[src/rtl/iob_axi_ram_resp.sv]
`default_nettype none
// ============================================================================
// Module   : iob_axi_ram_resp
// Brief    : AXI4 subordinate answering INCR/FIXED bursts from a single-port
//            synchronous RAM, one transaction in flight. Optional macro
//            IOB_AXI_RAM_RESP_BOUNDS_EN flags beats beyond MEM_WORDS (SLVERR).
// Revision : 1.0 - initial release
// ============================================================================
module iob_axi_ram_resp #(
    parameter int ID_W       = 1,
    parameter int LEN_W      = 4,
    parameter int ADDR_W     = 24,
    parameter int DATA_W     = 32,
    parameter int MEM_ADDR_W = 12,
    parameter int MEM_WORDS  = 3072
) (
    input  logic                  clk_i,
    input  logic                  arst_n_i,

    input  logic [ID_W-1:0]       axi_awid_i,
    input  logic [ADDR_W-1:0]     axi_awaddr_i,
    input  logic [LEN_W-1:0]      axi_awlen_i,
    input  logic [1:0]            axi_awburst_i,
    input  logic                  axi_awvalid_i,
    output logic                  axi_awready_o,

    input  logic [DATA_W-1:0]     axi_wdata_i,
    input  logic [DATA_W/8-1:0]   axi_wstrb_i,
    input  logic                  axi_wlast_i,
    input  logic                  axi_wvalid_i,
    output logic                  axi_wready_o,

    output logic [ID_W-1:0]       axi_bid_o,
    output logic [1:0]            axi_bresp_o,
    output logic                  axi_bvalid_o,
    input  logic                  axi_bready_i,

    input  logic [ID_W-1:0]       axi_arid_i,
    input  logic [ADDR_W-1:0]     axi_araddr_i,
    input  logic [LEN_W-1:0]      axi_arlen_i,
    input  logic [1:0]            axi_arburst_i,
    input  logic                  axi_arvalid_i,
    output logic                  axi_arready_o,

    output logic [ID_W-1:0]       axi_rid_o,
    output logic [DATA_W-1:0]     axi_rdata_o,
    output logic [1:0]            axi_rresp_o,
    output logic                  axi_rlast_o,
    output logic                  axi_rvalid_o,
    input  logic                  axi_rready_i,

    output logic                  ram_en_o,
    output logic [DATA_W/8-1:0]   ram_we_o,
    output logic [MEM_ADDR_W-1:0] ram_addr_o,
    output logic [DATA_W-1:0]     ram_d_o,
    input  logic [DATA_W-1:0]     ram_d_i
);

    localparam int STRB_W  = DATA_W / 8;
    localparam int OFFS_W  = $clog2(STRB_W);
    localparam int LIMIT_W = MEM_ADDR_W + 1;
    localparam logic [LIMIT_W-1:0] MEM_LIMIT = LIMIT_W'(MEM_WORDS);
    localparam logic [1:0] RESP_OKAY   = 2'b00;
    localparam logic [1:0] RESP_SLVERR = 2'b10;

    typedef enum logic [2:0] {
        IDLE    = 3'd0,
        WR_DATA = 3'd1,
        WR_RESP = 3'd2,
        RD_ADDR = 3'd3,
        RD_DATA = 3'd4
    } state_t;

    state_t                state;
    state_t                state_nxt;

    logic [ID_W-1:0]       id_q;
    logic [MEM_ADDR_W-1:0] addr_q;
    logic [LEN_W-1:0]      len_q;
    logic [LEN_W-1:0]      cnt_q;
    logic                  fixed_q;
    logic                  last_wr_q;

    logic [ADDR_W-1:0]     aw_word;
    logic [ADDR_W-1:0]     ar_word;
    logic                  grant_wr;
    logic                  grant_rd;
    logic                  aw_hs;
    logic                  ar_hs;
    logic                  w_hs;
    logic                  r_hs;
    logic                  beat_last;
    logic                  oor;
    logic [MEM_ADDR_W-1:0] addr_step;

    assign aw_word = axi_awaddr_i >> OFFS_W;
    assign ar_word = axi_araddr_i >> OFFS_W;

    // On a tie the channel that lost last time wins; last_wr_q resets to "read".
    assign grant_wr = axi_awvalid_i && (!axi_arvalid_i || !last_wr_q);
    assign grant_rd = axi_arvalid_i && !grant_wr;

    assign aw_hs     = (state == IDLE) && grant_wr;
    assign ar_hs     = (state == IDLE) && grant_rd;
    assign w_hs      = (state == WR_DATA) && axi_wvalid_i;
    assign r_hs      = (state == RD_DATA) && axi_rready_i;
    assign beat_last = (cnt_q == len_q);
    assign addr_step = fixed_q ? addr_q : addr_q + MEM_ADDR_W'(1);

`ifdef IOB_AXI_RAM_RESP_BOUNDS_EN
    logic wr_err_q;

    assign oor = ({1'b0, addr_q} >= MEM_LIMIT);

    always_ff @(posedge clk_i or negedge arst_n_i) begin
        if (!arst_n_i) begin
            wr_err_q <= 1'b0;
        end else if (aw_hs) begin
            wr_err_q <= 1'b0;
        end else if (w_hs && oor) begin
            wr_err_q <= 1'b1;
        end
    end

    assign axi_bresp_o = wr_err_q ? RESP_SLVERR : RESP_OKAY;
    assign axi_rresp_o = ((state == RD_DATA) && oor) ? RESP_SLVERR : RESP_OKAY;
    assign axi_rdata_o = oor ? '0 : ram_d_i;
`else
    assign oor         = 1'b0;
    assign axi_bresp_o = RESP_OKAY;
    assign axi_rresp_o = RESP_OKAY;
    assign axi_rdata_o = ram_d_i;
`endif

    always_ff @(posedge clk_i or negedge arst_n_i) begin
        if (!arst_n_i) begin
            state <= IDLE;
        end else begin
            state <= state_nxt;
        end
    end

    always_comb begin
        state_nxt     = state;
        axi_awready_o = 1'b0;
        axi_arready_o = 1'b0;
        axi_wready_o  = 1'b0;
        axi_bvalid_o  = 1'b0;
        axi_rvalid_o  = 1'b0;
        axi_rlast_o   = 1'b0;
        ram_en_o      = 1'b0;
        ram_we_o      = '0;
        case (state)
            IDLE: begin
                axi_awready_o = grant_wr;
                axi_arready_o = grant_rd;
                if (grant_wr) begin
                    state_nxt = WR_DATA;
                end else if (grant_rd) begin
                    state_nxt = RD_ADDR;
                end
            end
            WR_DATA: begin
                axi_wready_o = 1'b1;
                if (axi_wvalid_i) begin
                    ram_en_o = !oor;
                    ram_we_o = oor ? '0 : axi_wstrb_i;
                    // wlast is not consulted: the beat counter alone ends the burst
                    if (beat_last) begin
                        state_nxt = WR_RESP;
                    end
                end
            end
            WR_RESP: begin
                axi_bvalid_o = 1'b1;
                if (axi_bready_i) begin
                    state_nxt = IDLE;
                end
            end
            RD_ADDR: begin
                ram_en_o  = !oor;
                state_nxt = RD_DATA;
            end
            RD_DATA: begin
                // RAM output is held while ram_en_o is low, so rdata is stable here
                axi_rvalid_o = 1'b1;
                axi_rlast_o  = beat_last;
                if (axi_rready_i) begin
                    state_nxt = beat_last ? IDLE : RD_ADDR;
                end
            end
            default: begin
                state_nxt = IDLE;
            end
        endcase
    end

    always_ff @(posedge clk_i or negedge arst_n_i) begin
        if (!arst_n_i) begin
            id_q      <= '0;
            addr_q    <= '0;
            len_q     <= '0;
            cnt_q     <= '0;
            fixed_q   <= 1'b0;
            last_wr_q <= 1'b0;
        end else if (aw_hs) begin
            id_q      <= axi_awid_i;
            addr_q    <= aw_word[MEM_ADDR_W-1:0];
            len_q     <= axi_awlen_i;
            cnt_q     <= '0;
            fixed_q   <= (axi_awburst_i == 2'b00);
            last_wr_q <= 1'b1;
        end else if (ar_hs) begin
            id_q      <= axi_arid_i;
            addr_q    <= ar_word[MEM_ADDR_W-1:0];
            len_q     <= axi_arlen_i;
            cnt_q     <= '0;
            fixed_q   <= (axi_arburst_i == 2'b00);
            last_wr_q <= 1'b0;
        end else if (w_hs || r_hs) begin
            cnt_q  <= cnt_q + LEN_W'(1);
            addr_q <= addr_step;
        end
    end

    assign axi_bid_o  = id_q;
    assign axi_rid_o  = id_q;
    assign ram_addr_o = addr_q;
    assign ram_d_o    = axi_wdata_i;

    logic unused_bits;
    assign unused_bits = ^{axi_wlast_i, axi_awaddr_i, axi_araddr_i, aw_word, ar_word, MEM_LIMIT};

endmodule
`default_nettype wire

[config.mk]
export PLATFORM = sky130hd
export DESIGN_NAME = iob_axi_ram_resp
export DESIGN_NICKNAME = d
export VERILOG_FILES = /design/src/rtl/iob_axi_ram_resp.sv
export SDC_FILE = /design/constraint.sdc
export NUM_CORES = 1
export LEC_CHECK = 0
export CAP_MARGIN = 20
export CORE_AREA = 2 2 90 92
export CTS_CLUSTER_SIZE = 14
export DETAILED_ROUTE_END_ITERATION = 12
export DIE_AREA = 0 0 92 94
export PLACE_DENSITY = 0.85
export SLEW_MARGIN = 20
export SYNTH_ARGS = -nofsm -noshare
export SYNTH_HDL_FRONTEND = slang
export SYNTH_SLANG_ARGS = --single-unit
[constraint.sdc]
create_clock -name clk_i -period 3.6 [get_ports clk_i]
set_input_delay 0.36 -clock clk_i [delete_from_list [all_inputs] [get_ports clk_i]]
set_output_delay 0.36 -clock clk_i [all_outputs]
set_load 0.1 [all_outputs]
==> metrics <==
status complete, no violations; Initial DRC Count 83; Synth async-reset ratio 100%; Area growth syn-to-layout 15.8%; cts bufs inserted 3; total number of vias 1,825; first-pass GRT wire length 8770 um; Core Rows 32; Die X 92 um; DRC 0; post-route setup slack 752 ps; H-tree depth 1; post-synthesis sequential area ratio 28.8%; detailed placer's ending HPWL 4290 um; Synth Instances 272; vias per cell 4.82; Clock transition at path regs 100 ps; synth cell count leaders 69 x buf_4, 33 x nand2_1, 26 x dfrtp_1; Post-Syn Area 2260 um^2; most frequent cell after synthesis buf_4; CP endpoint kind primary output; Req. time, crit path 3240 ps; wire per inst 14.7 um; Worst slew margin 33.8%; placed insts 375; syn avg cell area 8.32 um^2; Fin Hold WS 447 ps; Area after DPL 2550 um^2; Peak VDD IR 0.000472 V; Final Power 2.76 mW; minimum clock period 2850 ps; Post-synth EDFFs 0; Final Hold Fails 0; fin nets 418; initial antenna violation count 0; Slew Limit Fails 0; top cells by area, synth dfrtp_1 29%, buf_4 23%, nand2_1 5.5%, xnor2_1 3.5%, nor2_1 3.3%; CTS tree yes; post-synth cell types 53; yosys warns 0; fmax 351 MHz; DRT Wirelength 5590 um; dpl ws 731 ps; setup repair after global routing missed its margin false; gpl congestion 0.769; Worst Setup SP axi_awvalid_i; TritonRoute pass-1 iters 4; crit path DAT 2490 ps; Critical R2R Capture ram_addr_o[0]; synthesized flop and latch total 26; count of final setup violators 0; IO Port Bufs 73; Die Span Y 94 um; Floorplan Core Area 7610 um^2; vias in the first global route 1,782; Post-Route Utilization 34.4%; Die ar. 8650 um^2; Pleak 1.04 nW; Critical Path Source Type primary input; period utilization 79.1%; setup bufs post-CTS 0; Max FO, Critical Path 18; Worst-Margin Slew 991 ps; reg2reg start last_wr_q; clk_skew 10.9 ps; gr ovfl total 0; post-synth top area cell dfrtp_1; Initial Util 29.7%; Main synth FF type dfrtp_1; gr usage total 12.8%; final instance area 2620 um^2; Setup crit end axi_awready_o; worst r2r path cells 5; cts repair resizes 0; Setup TNS Final 0 ps; Min-Delay Path Class primary input to async pin; top-area cell type share of the netlist area 28.8%; setup slack, reg-to-reg 1400 ps; CTS max path bufs 2; critical path class primary input to primary output; cell chosen for the clock root clkbuf_8; Non-Filler Instances 379; Routed Antenna Nets 0; I/O pins 231; max_cap viols 0; # diodes 0; hold-fix buffers at CTS 0; clk sink count 26; Clock Latency Late Sink 270 ps; largest net degree at the start of global routing 27; share of cells above drive strength 1 9.39%; Power per Cell Area 1060 nW/um^2
power breakdown:
part | internal (mW) | switching, mW
combinational | 0.586 | 1.33
sequential | 0.427 | 0.175
clock | 0.149 | 0.0960
state kept, by name, indices dropped and copies added, names as in the netlist:
| name | flops |
|---|---|
| ram_addr_o | 12 |
| cnt_q | 4 |
| len_q | 4 |
| state | 3 |
| axi_bid_o | 1 |
| fixed_q | 1 |
| last_wr_q | 1 |
critical path: stages:
cell and delay (ps):
clkdlybuf4s50_1 550, a21bo_4 280, or4_1 770, inv_6 310, buf_12 210
how the worst min path moves through the flow:
stage	cells after the start	end	slack (ps)	startpoint
after CTS	2	ram_addr_o[8]	450	arst_n_i
after floorplan	0	axi_bid_o	60	arst_n_i
after global routing	2	ram_addr_o[8]	470	arst_n_i
after detailed placement	2	len_q[0]	510	len_q[0]
after global placement	2	len_q[2]	490	len_q[2]
final	2	ram_addr_o[6]	450	arst_n_i
layout make-up:
type                            count  area, um^2
Fill cell                         799        4990
Multi-Input combinational cell    165         993
Timing Repair Buffer               76         743
Sequential cell                    26         651
Tap cell                          102         128
Clock buffer                        3        41.3
Inverter                            6        32.5
Clock inverter                      1        30.0
cells by family (layout without fill, tap and decap cells):
kind of cell / after synthesis / after routing / synth area share, %
compound gates: 61 / 61 / 18.5
mux: 2 / 2 / 0.940
other cells: 1 / 4 / 0.166
fa+ha+maj: 2 / 2 / 1.11
xor+xnor: 15 / 15 / 5.81
simple gates: 81 / 81 / 16.9
buf+inv: 84 / 86 / 27.8
flops: 26 / 26 / 28.8
routing by layer:
| metal | wire, um | global-route usage (%) |
|---|---|---|
| met1 | 2220 | 14.6 |
| met2 | 2790 | 23.7 |
| met3 | 499 | 2.97 |
| met4 | 80 | 4.23 |
| met5 | 0 | 0 |
layout by cell type, fill, tap and decap left out, types with 2 or more instances in the layout:
cell             count
nand4_1              3
nor3_1               4
and4_1               2
xor2_1               6
o21a_1               2
ha_1                 2
o21ai_0             15
a21oi_1              7
o22ai_1              5
clkbuf_8             3
a31oi_1              6
dfrtp_1             26
inv_1                3
conb_1               4
nand2_1             33
a21o_1               3
xnor2_1              9
clkdlybuf4s50_1     64
buf_4               11
and2_1               6
nand3_1              6
o21ai_1              4
nor2_1              20
o22a_1               4
No activity file was read; power rests on OpenSTA's default activity.
